**src/rtl/msx_bus_pkg.sv**
```systemverilog
// msx_bus_pkg: shared state encoding and defaults for the MSX bus sequencer
package msx_bus_pkg;
  typedef enum logic [1:0] {IDLE, REQ, DRIVE, HOLD} state_t;
  localparam logic [7:0] DOUT_IDLE   = 8'hFF;
  localparam logic [7:0] IO_BASE_DEF = 8'h00;
  localparam logic [7:0] IO_MASK_DEF = 8'hFC;
  localparam int unsigned TIMEOUT_DEF = 64;
endpackage

```
**src/rtl/msx_strobe_edge.sv**
```systemverilog
// msx_strobe_edge: registered edge detect for RD_n/WR_n, history resets high
module msx_strobe_edge (
  input  logic clk,
  input  logic rst,
  input  logic rd_n,
  input  logic wr_n,
  output logic rd_fall,
  output logic wr_fall,
  output logic rd_rise,
  output logic wr_rise
);
  logic rd_q, rd_d, wr_q, wr_d;
  always_comb begin
    rd_d = rd_n;
    wr_d = wr_n;
  end
  always_ff @(posedge clk) begin
    if (rst) begin
      rd_q <= 1'b1;
      wr_q <= 1'b1;
    end else begin
      rd_q <= rd_d;
      wr_q <= wr_d;
    end
  end
  assign rd_fall = rd_q & ~rd_n;
  assign wr_fall = wr_q & ~wr_n;
  assign rd_rise = ~rd_q & rd_n;
  assign wr_rise = ~wr_q & wr_n;
endmodule

```
**src/rtl/msx_bus_sequencer.sv**
```systemverilog
// msx_bus_sequencer: turns MSX cartridge read/write cycles into backend requests with wait insertion
module msx_bus_sequencer
  import msx_bus_pkg::*;
#(
  parameter logic [7:0]  IO_BASE = IO_BASE_DEF,
  parameter logic [7:0]  IO_MASK = IO_MASK_DEF,
  parameter int unsigned TIMEOUT = TIMEOUT_DEF
) (
  input  logic        CLK,
  input  logic        RESET,
  input  logic [15:0] ADDR,
  input  logic [7:0]  DIN,
  input  logic        SLTSL_n,
  input  logic        MERQ_n,
  input  logic        IORQ_n,
  input  logic        M1_n,
  input  logic        RFSH_n,
  input  logic        RD_n,
  input  logic        WR_n,
  output logic [7:0]  DOUT,
  output logic        BUSDIR_n,
  output logic        WAIT_n,
  output logic        MEM_REQ,
  output logic        MEM_WE,
  output logic        MEM_IO,
  output logic [15:0] MEM_ADDR,
  output logic [7:0]  MEM_WDATA,
  input  logic        MEM_ACK,
  input  logic [7:0]  MEM_RDATA,
  output logic        ERR
);
  state_t state_q, state_d;
  logic [7:0] cnt_q, cnt_d, dout_q, dout_d, wdata_q, wdata_d;
  logic [15:0] addr_q, addr_d;
  logic req_q, req_d, we_q, we_d, io_q, io_d, wait_q, wait_d;
  logic busdir_q, busdir_d, err_q, err_d, rel_q, rel_d;
  logic rd_fall, wr_fall, rd_rise, wr_rise, start, rel_now, tmo, done;
  msx_strobe_edge u_edge (
    .clk(CLK), .rst(RESET), .rd_n(RD_n), .wr_n(WR_n),
    .rd_fall(rd_fall), .wr_fall(wr_fall), .rd_rise(rd_rise), .wr_rise(wr_rise)
  );
  assign start = ((rd_fall & WR_n) | (wr_fall & RD_n)) &
                 ((~SLTSL_n & ~MERQ_n & RFSH_n) |
                  (~IORQ_n & M1_n & (((ADDR[7:0] ^ IO_BASE) & IO_MASK) == 8'h00)));
  // a strobe released mid-request means the CPU is no longer there to receive data
  assign rel_now = rel_q | (we_q ? wr_rise : rd_rise);
  assign tmo = cnt_q == 8'(TIMEOUT - 1);
  assign done = MEM_ACK | tmo;
  always_comb begin
    state_d = state_q;
    cnt_d   = cnt_q;
    rel_d   = rel_q;
    req_d   = req_q;
    we_d    = we_q;
    io_d    = io_q;
    addr_d  = addr_q;
    wdata_d = wdata_q;
    dout_d  = dout_q;
    wait_d  = wait_q;
    err_d   = 1'b0;
    case (state_q)
      IDLE: if (start) begin
        state_d = REQ;
        cnt_d   = 8'd0;
        rel_d   = 1'b0;
        req_d   = 1'b1;
        wait_d  = 1'b0;
        we_d    = ~WR_n;
        io_d    = ~IORQ_n;
        addr_d  = ADDR;
        wdata_d = DIN;
      end
      REQ: begin
        rel_d = rel_now;
        cnt_d = cnt_q + 8'd1;
        if (done) begin
          req_d   = 1'b0;
          wait_d  = 1'b1;
          err_d   = ~MEM_ACK;
          dout_d  = MEM_ACK ? (we_q ? dout_q : MEM_RDATA) : DOUT_IDLE;
          state_d = (~we_q & ~rel_now) ? DRIVE : HOLD;
        end
      end
      DRIVE: state_d = RD_n ? IDLE : DRIVE;
      HOLD:  state_d = (RD_n & WR_n) ? IDLE : HOLD;
    endcase
    busdir_d = state_d != DRIVE;
  end
  always_ff @(posedge CLK) begin
    if (RESET) begin
      state_q  <= IDLE;
      cnt_q    <= 8'd0;
      rel_q    <= 1'b0;
      req_q    <= 1'b0;
      we_q     <= 1'b0;
      io_q     <= 1'b0;
      addr_q   <= 16'd0;
      wdata_q  <= 8'd0;
      dout_q   <= DOUT_IDLE;
      wait_q   <= 1'b1;
      busdir_q <= 1'b1;
      err_q    <= 1'b0;
    end else begin
      state_q  <= state_d;
      cnt_q    <= cnt_d;
      rel_q    <= rel_d;
      req_q    <= req_d;
      we_q     <= we_d;
      io_q     <= io_d;
      addr_q   <= addr_d;
      wdata_q  <= wdata_d;
      dout_q   <= dout_d;
      wait_q   <= wait_d;
      busdir_q <= busdir_d;
      err_q    <= err_d;
    end
  end
  assign DOUT      = dout_q;
  assign BUSDIR_n  = busdir_q;
  assign WAIT_n    = wait_q;
  assign MEM_REQ   = req_q;
  assign MEM_WE    = we_q;
  assign MEM_IO    = io_q;
  assign MEM_ADDR  = addr_q;
  assign MEM_WDATA = wdata_q;
  assign ERR       = err_q;
endmodule

```
**config.mk**
```make
export PLATFORM = sky130hd
export DESIGN_NAME = msx_bus_sequencer
export DESIGN_NICKNAME = d
export VERILOG_FILES = /design/src/rtl/msx_bus_pkg.sv /design/src/rtl/msx_strobe_edge.sv /design/src/rtl/msx_bus_sequencer.sv
export SDC_FILE = /design/constraint.sdc
export NUM_CORES = 1
export LEC_CHECK = 0
export CORE_AREA = 2 2 96 52
export CTS_BUF_LIST = sky130_fd_sc_hd__clkbuf_4 sky130_fd_sc_hd__clkbuf_8
export CTS_CLUSTER_SIZE = 28
export DETAILED_ROUTE_END_ITERATION = 8
export DIE_AREA = 0 0 98 54
export PLACE_DENSITY = 0.85
export SLEW_MARGIN = 20
export SYNTH_ARGS = -nofsm -noshare
export SYNTH_HDL_FRONTEND = slang
export SYNTH_SLANG_ARGS = --single-unit
export TNS_END_PERCENT = 5
```
**constraint.sdc**
```tcl
create_clock -name CLK -period 4.65 [get_ports CLK]
set_input_delay 0.93 -clock CLK [delete_from_list [all_inputs] [get_ports CLK]]
set_output_delay 0.93 -clock CLK [all_outputs]
set_load 0.02 [all_outputs]
```
==> results.toml, run 1 <==
[sta]
slew_headroom_pct = 36.4
tightest_slew_ns = 0.955
period_minus_slack_ns = 2.82
setup-violations-final = 0
hold_viol = 0
tns_ns = 0
drv_slew = 0
fin_crit_sh_pct = 60.7
fin_ws_ns = 1.83
rsz0062_at_grt = "false"
max_freq_mhz = 354
fin_skew_ns = 0.00498

[setup_path]
path_class = "in2reg"
critical_path_arrival_ns = 3.02
startpoint = "RD_n"
rr_startpoint = "u_edge.rd_q"
path_max_fanout = 29
crit_required_ns = 4.85
cp_slowest_stage_delay_ns = 0.69
critPathCaptureType = "register"
cp.buffers_inverters = 1
cp-start-kind = "input port"
cp_top_family = "compound AO/OA/AOI/OAI gates"
worst_path_max_delay_cell = "a211o_1"
cp_cell_sequence = "clkdlybuf4s50_1 -> nand3b_1 -> a211o_1 -> o21ai_1 -> a211oi_1"

[power]
power_density_nw_per_um2 = 307
p_leak_nw = 0.978
ir_worst_vdd_mv = 0.170
total_power_uw = 918

[die]
dieArea_um2 = 5290
die_w_um = 98
fp.dieH_um = 54
num_rows = 18
initial_core_util_pct = 45.7
num_io_pins = 80
core_area_um2 = 4570

[outcome]
status = "finished, final reports clean"

[clocking]
cts_buffers = 5
clk_latency_ns = 0.31
cts_sinks = 51
cts_hold_buf = 0
ctsResizeCount = 0
clk_path_buf_depth = 2
cts_max_level = 2
clockRootBuffer = "clkbuf_8"
path_clk_slew_ns = 0.09
cts_tree = "yes"
postCtsSetupBuffers = 0

[grt]
grt_usage_pct = 21.9
grt_pass1_wl_um = 9010
grt_pass1_vias = 1819
grt_start_max_net_pins = 52
antenna_found_initial = 0
grt_overflow = 0

[job]
maxCapViolCount = 0

[final_layout]
area_growth_pct = 43.1
final_cell_count_no_fill = 361
nets = 343
diodes = 0
post-route-util_pct = 65.4
drive_gt1_share_pct = 5.98

[logic_synthesis]
synth_top_cell_by_area = "dfxtp_1"
synth_xor_area_share_pct = 1.26
syn_area_per_cell_um2 = 9.00
synthFlopType = "dfxtp_1"
synth.net_count = 275
synth-simple-area-share_pct = 18.3
ys_seq_elements = 51
synth-compound-area-share_pct = 25.2
synth_edf_count = 0
yosysSeqAreaShare_pct = 48.9
synth_adder_area_share_pct = 0.599
syn_area_um2 = 2090
synth_top_family_by_area = "compound AO/OA/AOI/OAI gates"
synth_top_area_share_pct = 48.9
async_reset_ff_share_pct = 0
yosysUniqueCellTypes = 44
synth.yosys.warnings = 0
synth_mux_area_share_pct = 0
synth_cells = 232
yosys-top-cells-area = "dfxtp_1, a21oi_1, o21ai_0"

[route]
route.met3.wl_um = 397
dr.pass1.iters = 5
viasPerCell = 5.62
drt-met1-wl_um = 2950
dr.max_layer_used = "met4"
drc = 0
drt_wl_total_um = 5850
met2WireLength_um = 2450
via_count = 2029
drt-wirelength-per-cell_um = 16.2
drt_iter0_drc = 114
ant_nets = 0

[placed_design]
preCtsSetupSlack_ns = 1.54
placed_cells = 353
port_buffers = 79
dp_hpwl_um = 4000
gp_congestion = 0.830

[min_path]
hp-class = "reg2reg"
hold_path_startpoint = "MEM_ADDR[9]"
report_power, final:
| part | switching [mW] | leakage (nW) | total (mW) | internal, mW |
|---|---|---|---|---|
| registers | 0.00459 | 0.413 | 0.448 | 0.443 |
| logic | 0.0523 | 0.501 | 0.103 | 0.0511 |
| clock network | 0.153 | 0.0644 | 0.367 | 0.215 |
| total | 0.209 | 0.978 | 0.918 | 0.709 |
Yosys cell counts, types with 3 or more instances:
cell type,instances
nand2_1,7
nand4_1,3
a21oi_1,33
o32a_1,8
nor2_1,8
a211oi_1,4
clkbuf_1,9
nand3_1,26
dfxtp_1,51
buf_4,5
nor3_1,5
o21ai_0,28
nand3b_1,3
area by class of cell:
type                    instances  area, um2
fillers                       398       1580
flip-flops and latches         51       1020
multi-input cells             159        947
repair buffers                 81        801
well taps                      60       75.1
clock buffers                   5       68.8
clock inverters                 3       67.6
inverters                       2       7.51
stage by stage:
stage | hold WS, ns | cell area, um2
2_1_floorplan | 0.465 | 2090
3_3_place_gp | 0.460 | 2850
3_5_place_dp | 0.466 | 2850
4_1_cts | 0.479 | 2990
5_1_grt | 0.511 | 2990
6_report | 0.480 | 2990
worst reg2reg max path: stages, from the launching register on:
cell and delay (ns):
dfxtp_1 0.34, nand3b_1 0.14, a211o_1 0.69, o21ai_1 0.29, a211oi_1 0.33
kinds of logic after synthesis:
family / after synthesis
compound gates: 87
xor+xnor: 3
fa+ha+maj: 1
buf+inv: 22
flops: 51
simple gates: 68
layout by cell type, fill, tap and decap left out, types with 2 or more instances in the layout:
cell type        synthesis  routed
a211oi_1                 4       4
a21oi_1                 33      33
a311oi_1                 2       2
buf_4                    5       2
bufinv_16                0       2
clkbuf_8                 0       5
clkdlybuf4s50_1          0      78
dfxtp_1                 51      51
inv_1                    2       2
nand2_1                  7       7
nand2b_1                 2       2
nand3_1                 26      26
nand3b_1                 3       3
nand4_1                  3       3
nor2_1                   8       8
nor2b_1                  2       2
nor3_1                   5       5
nor4_1                   2       2
o21ai_0                 28      28
o21ai_1                  2       2
o32a_1                   8       8
or2_2                    2       2
or3_1                    2       2
xnor2_1                  2       2
final timing paths:
path,to,cells after the start,slack (ns)
setup / recovery,cnt_q[2],5,1.83
hold / removal,MEM_ADDR[9],2,0.48
setup reg to reg,cnt_q[2],4,2.76
hold reg to reg,MEM_ADDR[9],2,0.48
layer usage:
| layer | up-vias | track usage, % |
|---|---|---|
| li1 | 993 | - |
| met1 | 949 | 30.4 |
| met2 | 82 | 33.0 |
| met3 | 5 | 6.23 |
| met4 | 0 | 7.87 |
| met5 | - | 0 |
registers in the layout, indices dropped and copies added (netlist names), 2 cells and up:
signal,flops
state_q,2
DOUT,8
cnt_q,8
MEM_ADDR,16
MEM_WDATA,8
Note: power is estimated with default switching activity, not from simulation.
==> run 2, diff against run 1 <==
- CORE_AREA: 2 2 96 52 -> 2 2 100 54
- DIE_AREA: 0 0 98 54 -> 0 0 102 56
- PLACE_DENSITY: 0.85 -> 0.79
- clock period: 4.65 -> 2.9 ns (I/O delays scaled with it)
==> run 2 against run 1 <==
Design area up 1.4%. Utilization down 1.9 points. Register-to-register slack worse by 1.7 ns. Critical path type unchanged. Count of clock-buffer cells in the layout unchanged. Total power up 61%. Final cell count up 3.9%. Sequential power up 60%. Non-clock buffer count up 4. Global-route usage down 0.98 points. Routed wire length up 3.5%. Clock power up 60%. Critical endpoint is now MEM_WDATA[1].
==> results.toml, run 2 (synthesis results as in run 1) <==
[clocking]
clockRootBuffer = "clkbuf_8"
postCtsSetupBuffers = 0
cts_tree = "yes"
path_clk_slew_ns = 0.09
ctsResizeCount = 0
cts_buffers = 5
cts_sinks = 51
clk_path_buf_depth = 2
clk_latency_ns = 0.31
cts_max_level = 2
cts_hold_buf = 0

[die]
die_w_um = 102
num_io_pins = 80
fp.dieH_um = 56
dieArea_um2 = 5710
initial_core_util_pct = 43.7
core_area_um2 = 4770
num_rows = 18

[grt]
grt_pass1_vias = 1852
grt_usage_pct = 20.9
grt_start_max_net_pins = 52
antenna_found_initial = 0
grt_pass1_wl_um = 9450
grt_overflow = 0

[final_layout]
largest_reg_flops = 16
final_cell_mix = "clkdlybuf4s50_1, dfxtp_1, a21oi_1"
post-route-util_pct = 63.5
diodes = 0
layout_commonest_cell = "clkdlybuf4s50_1"
nets = 347
nFillCells = 405
drive_gt1_share_pct = 7.21
area_growth_pct = 45.1

[setup_path]
critical_path_arrival_ns = 2.48
worst_path_max_delay_cell = "a211o_1"
cp_slowest_stage_delay_ns = 0.57
cp_cell_sequence = "clkdlybuf4s50_1 -> nand3b_4 -> a211o_1 -> buf_4 -> o21ai_0 -> a21oi_1"
path_class = "in2reg"
path_max_fanout = 22
crit_required_ns = 3.05
reg2reg_depth = 5
critPathCaptureType = "register"
cp-start-kind = "input port"

[sta]
period_minus_slack_ns = 2.32
tns_ns = 0
setup-violations-final = 0
hold_viol = 0
drv_slew = 0
max_freq_mhz = 430
slew_headroom_pct = 41.4
fin_crit_sh_pct = 80.2
tightest_slew_ns = 0.879
fin_skew_ns = 0.0110
rsz0062_at_grt = "false"

[placed_design]
port_buffers = 79
gp_congestion = 0.826
dp_hpwl_um = 4130

[job]
maxCapViolCount = 0

[power]
power_density_nw_per_um2 = 488
p_leak_nw = 0.997
ir_worst_vdd_mv = 0.228
total_power_mw = 1.48

[route]
via_count = 2053
drc = 0
drt-wirelength-per-cell_um = 16.1
dr.pass1.iters = 5
ant_nets = 0
viasPerCell = 5.47
drt_wl_total_um = 6050
drt_iter0_drc = 118

[min_path]
hp-class = "reg2reg"
whs_path_depth = 2

[outcome]
status = "finished, final reports clean"
[run 2: worst max-delay path, delay by kind of cell]
| family | cells | cell delay [ns] |
|---|---|---|
| buf+inv | 2 | 0.82 |
| compound gates | 3 | 0.84 |
| simple gates | 1 | 0.23 |
[run 2: layer usage]
layer	routed length, um	up-vias	global-route usage [%]
met4	26	0	3.62
met1	3030	956	33.6
met5	0	-	0
met2	2450	92	27.3
li1	-	1000	-
met3	552	5	5.90
[run 2: through the flow]
| stage | setup slack [ns] | hold slack, ns | cells | area [um2] |
|---|---|---|---|---|
| after floorplan | 1.20 | 0.465 | 232 | 2090 |
| after global placement | 0.349 | 0.463 | 367 | 2890 |
| after detailed placement | 0.268 | 0.469 | 367 | 2890 |
| after CTS | 0.579 | 0.481 | 375 | 3030 |
| after global routing | 0.454 | 0.500 | 375 | 3030 |
| final | 0.575 | 0.481 | 375 | 3030 |
[run 2: report_power, final]
part / switching, mW / internal, mW / leakage (nW)
Sequential: 0.00734 / 0.711 / 0.413
Combinational: 0.0858 / 0.0855 / 0.520
Clock: 0.245 / 0.344 / 0.0644
[run 2: worst paths after layout]
path	start	end	slack, ns
setup / recovery	WR_n	MEM_WDATA[1]	0.58
hold / removal	MEM_WDATA[2]	MEM_WDATA[2]	0.48
setup reg to reg	cnt_q[0]	DOUT[2]	1.07
hold reg to reg	MEM_WDATA[2]	MEM_WDATA[2]	0.48
[run 2: area by class of cell]
type	count	area (um2)	area share (%)
inverters	2	7.51	0.248
repair buffers	85	831	27.4
flip-flops and latches	51	1020	33.7
well taps	70	87.6	2.89
multi-input cells	159	947	31.3
clock buffers	5	68.8	2.27
clock inverters	3	67.6	2.23
==> run 3, diff against run 2 <==
- CORE_AREA: 2 2 100 54 -> 2 2 104 56
- DIE_AREA: 0 0 102 56 -> 0 0 106 58
- PLACE_DENSITY: 0.79 -> 0.77
- clock period: 2.9 -> 2.05 ns (I/O delays scaled with it)
==> run 3 against run 2 <==
Clock power up 21%. Count of clock-buffer cells in the layout unchanged. Total power up 35%. Global-route usage down 1.2 points. Critical path depth unchanged. Routed wire length down 2.1%. Critical endpoint is now cnt_q[5]. Setup slack worse by 0.37 ns. Worst hold slack better by 0.0034 ns. Combinational power up 51%. Sequential cell count unchanged. Design area up 3.1%. Utilization down 4.0 points. Largest cell class unchanged. Highest routed layer unchanged.
==> results.toml, run 3 (synthesis results as in run 1) <==
[outcome]
status = "finished, final reports clean"

[grt]
grt_pass1_vias = 1912
antenna_found_initial = 0
grt_start_max_net_pins = 30
grt_overflow = 0
grt_usage_pct = 19.8
grt_pass1_wl_um = 9550

[setup_path]
crit_required_ns = 2.25
rr_startpoint = "cnt_q[0]"
startpoint = "IORQ_n"
path_max_fanout = 8
cp-start-kind = "input port"
critPathCaptureType = "register"
critical_path_arrival_ns = 2.05
path_class = "in2reg"

[clocking]
cts_buffers = 5
clockRootBuffer = "clkbuf_8"
clk_latency_ns = 0.30
postCtsSetupBuffers = 0
cts_max_level = 2
cts_hold_buf = 0
cts_sinks = 51
clk_path_buf_depth = 2
ctsResizeCount = 0
cts_tree = "yes"
path_clk_slew_ns = 0.09

[route]
dr.pass1.iters = 4
drt_iter0_drc = 133
dr.max_layer_used = "met4"
drc = 0
route.met3.wl_um = 464
drt_wl_total_um = 5920
drt-wirelength-per-cell_um = 15.1
ant_nets = 0
met2WireLength_um = 2310
viasPerCell = 5.35
via_count = 2096
drt-met1-wl_um = 3120

[final_layout]
ff_latch_area_um2 = 1020
diodes = 0
nFillCells = 466
drive_gt1_share_pct = 11.6
final_cell_count_no_fill = 392
final_cell_mix = "clkdlybuf4s50_1, dfxtp_1, a21oi_1"
largest_reg_flops = 16
nets = 361
area_growth_pct = 49.6
layout_commonest_cell = "clkdlybuf4s50_1"
multi_input_area_um2 = 952

[power]
ir_worst_vdd_mv = 0.462
p_leak_nw = 1.06
power_density_nw_per_um2 = 637

[die]
num_rows = 19
fp.dieH_um = 58
core_area_um2 = 5250
initial_core_util_pct = 39.7
num_io_pins = 80
die_w_um = 106
dieArea_um2 = 6150

[sta]
hold_viol = 0
drv_slew = 0
setup-violations-final = 0
tns_ns = 0
fin_skew_ns = 0.00966
slew_headroom_pct = 70.6
rsz0062_at_grt = "false"
period_minus_slack_ns = 1.85
fin_crit_sh_pct = 90.2
tightest_slew_ns = 0.442
max_freq_mhz = 541

[placed_design]
port_buffers = 79
gp_congestion = 0.826
dp_hpwl_um = 4470
placed_cells = 384

[min_path]
hold_path_startpoint = "MEM_REQ"
hp-class = "reg2reg"

[job]
maxCapViolCount = 0
run 3: cell count changes in the layout (fill, tap and decap cells not counted):
cell        change
a22oi_1         -1
a22oi_2         +1
buf_4          +14
bufinv_16       -1
clkinv_4        +1
clkinvlp_4      -1
inv_6           +1
run 3: report_power, final:
part | internal (mW) | switching, mW
logic | 0.137 | 0.123
clock network | 0.370 | 0.345
registers | 1.01 | 0.0105
run 3: final timing paths:
| kind | end | slack (ns) | depth (start not counted) |
|---|---|---|---|
| worst max register to register | BUSDIR_n | 0.25 | 5 |
| worst min register to register | MEM_REQ | 0.48 | 2 |
| worst min-delay path | MEM_REQ | 0.48 | 2 |
| worst max-delay path | cnt_q[5] | 0.20 | 6 |
run 3: area by class of cell:
type	instances	share of cell area, %
Inverter	2	0.240
Multi-Input combinational cell	159	30.5
Sequential cell	51	32.7
Tap cell	73	2.92
Clock buffer	5	2.20
Clock inverter	3	1.52
Timing Repair Buffer	99	30.0
run 3: metal layers:
layer	up-vias	global-route usage [%]
met2	78	24.5
met5	-	0
met1	985	31.7
li1	1031	-
met4	0	5.64
met3	2	6.19
run 3: stage by stage:
step / power [mW] / worst slack (ns) / area (um2) / hold slack, ns / utilization (%)
floorplan: 1.15 / 0.517 / 2090 / 0.465 / -
global placement: 1.30 / -0.0444 / 3010 / 0.464 / 57.3
detailed placement: 1.30 / -0.0745 / 3010 / 0.471 / 57.3
CTS: 2.01 / 0.236 / 3120 / 0.485 / 59.5
global route: 2.08 / 0.101 / 3120 / 0.513 / 59.5
finish: 1.99 / 0.200 / 3120 / 0.484 / 59.5
run 3: worst max-delay path, stage by stage:
cell and delay (ns):
clkdlybuf4s50_1 0.53, nor4b_2 0.07, buf_4 0.14, a22oi_2 0.38, o21ai_1 0.21, a311oi_1 0.31
==> edit (settings of run 3) <==
Set the package constant `TIMEOUT_DEF` to 32 (it was 64).
--- a/src/rtl/msx_bus_pkg.sv
+++ b/src/rtl/msx_bus_pkg.sv
@@ -4,6 +4,6 @@
   localparam logic [7:0] DOUT_IDLE   = 8'hFF;
   localparam logic [7:0] IO_BASE_DEF = 8'h00;
   localparam logic [7:0] IO_MASK_DEF = 8'hFC;
-  localparam int unsigned TIMEOUT_DEF = 64;
+  localparam int unsigned TIMEOUT_DEF = 32;
 endpackage
 
Check against the original RTL: no difference found for any inputs over 10 cycles, from zero or initial values and one cycle with RESET high; that may be too few to reach the edited logic, so the function may still have changed.
==> edit against run 3 <==
Routed wire length is 11% lower. Sequential power is essentially flat. Critical path depth unchanged. Critical endpoint is now MEM_IO. Sequential cell count stayed put. Worst setup slack got worse by 0.19 ns. Total power decreased by 5.0%. Cell area up 2.1%. Register-to-register slack gained 0.09 ns. Synthesized area decreased by 0.84%. Clock power decreased by 11%. Non-clock buffer count fell by 4. First-iteration DRC count shrank 16%.
==> edit: results (changes against run 3) <==
Commonest cells in the netlist: nand2_1 (53), dfxtp_1 (51), mux2i_1 (26)
Hold WC Path Type: in -> reg
CP top delay family: buffers and inverters
Hold Crit Start: ADDR[7]
CP max FO: 5 (-3)
Inst Count DP: 373 (-2.9%)
WL/cell: 13.73 um (-9.1%)
Clock Path Buffers: 2 (unchanged)
Vias in the first global route: 1862 (-2.6%)
Syn_area_per_cell: 9.412 um^2 (+4.6%)
Outcome: finished clean
Pre-CTS setup slack: -0.3726 ns (-0.2981 ns)
Leakage: 0.001162 uW (+9.6%)
Drt initial violations: 112 (-16%)
Share of cells above drive strength 1: 9.325% (-2.3 points)
Crit path largest cell delay: 0.50 ns (-0.03 ns)
CP startpoint: ADDR[4]
First-pass GRT wire length: 8797 um (-7.9%)
R2R Path Start: cnt_q[0]
Syn nets: 263 (-4.4%)
Non-filler cells, final: 384 (-2.0%)
Peak supply drop: 292.9 uV (-37%)
Placer congestion estimate: 0.7813 (-5.5%)
Slowest stage cell, crit path: clkdlybuf4s50_1
CTS buffer count: 5 (unchanged)
Synth cell types: 38 (-14%)
Crit path DAT: 2.23 ns (+0.18 ns)
CTS Root Cell: clkbuf_8
Sequential share of the synthesized area: 49.31% (+0.41 points)
GRT Util Overall: 18.14% (-1.6 points)
Largest net degree at the start of global routing: 37 (+23%)
DP Wirelength: 3844 um (-14%)
Skew final: 0.008264 ns (-0.001398 ns)
Count leader, synth: nand2_1
Filler cells: 472 (+1.3%)
Placed Area: 0.002994 mm^2 (-0.46%)
Layout Nets: 353 (-2.2%)
Top post-synthesis cells by area: dfxtp_1 (49%), mux2i_1 (13%), nand2_1 (9.6%)
Via density per instance: 4.911 (-8.1%)
CTS H-tree depth: 2 (unchanged)
Worst-Margin Slew: 0.5725 ns (+0.1310 ns)
## edit: cell types whose count changed after synthesis, sizes merged, moves of 4 or more
cell          run 3  this run
mux2i             0        26
o21ai            30        10
nor2              9         5
o22a              0         8
buf              10         4
o32a              8         0
a21oi            33         3
nand3            26         9
nand2             7        53
## edit: power by group
group,switching [uW],internal (uW)
Clock,314,322
Combinational,102,137
Sequential,10.6,1010
Total,427,1460
## edit: path summary, 6_finish.rpt
| kind | cells after the start | to | slack (ns) |
|---|---|---|---|
| worst max-delay path | 6 | MEM_IO | 0.01 |
| worst min-delay path | 3 | MEM_ADDR[7] | 0.42 |
| worst max register to register | 5 | DOUT[0] | 0.34 |
| worst min register to register | 2 | MEM_WDATA[2] | 0.46 |
## edit: final cells by class
cell class / count / area, um^2 / area share [%]
Clock buffer: 8 / 103.9 / 3.255
Inverter: 4 / 15.01 / 0.4706
Tap cell: 73 / 91.34 / 2.863
Multi-Input combinational cell: 153 / 985.9 / 30.90
Timing Repair Buffer: 95 / 973.4 / 30.51
Sequential cell: 51 / 1021 / 32.00
## edit: cell families after synthesis
group	Yosys count	synth area share, %
buf+inv	16	4.048
mux	27	13.11
fa+ha+maj	1	0.6041
compound gates	32	11.78
simple gates	93	21.15
flops	51	49.31
## edit: routing by layer
layer,vias to the layer above,track usage [%],routed length [um]
met5,-,0,0
met4,0,6.955,83
met3,8,5.624,484
met2,80,25.25,1977
met1,847,26.25,2727
li1,951,-,-
## edit: what timing repair did
action / in CTS / in global routing
setup buffers: 0 / 1
endpoints found under the setup margin: 23 / 31
gates resized for setup: 2 / 11
hold endpoints to repair: 0 / 0
cloned: 0 / 2
hold buffers: 0 / 0
pin swaps: 1 / 4
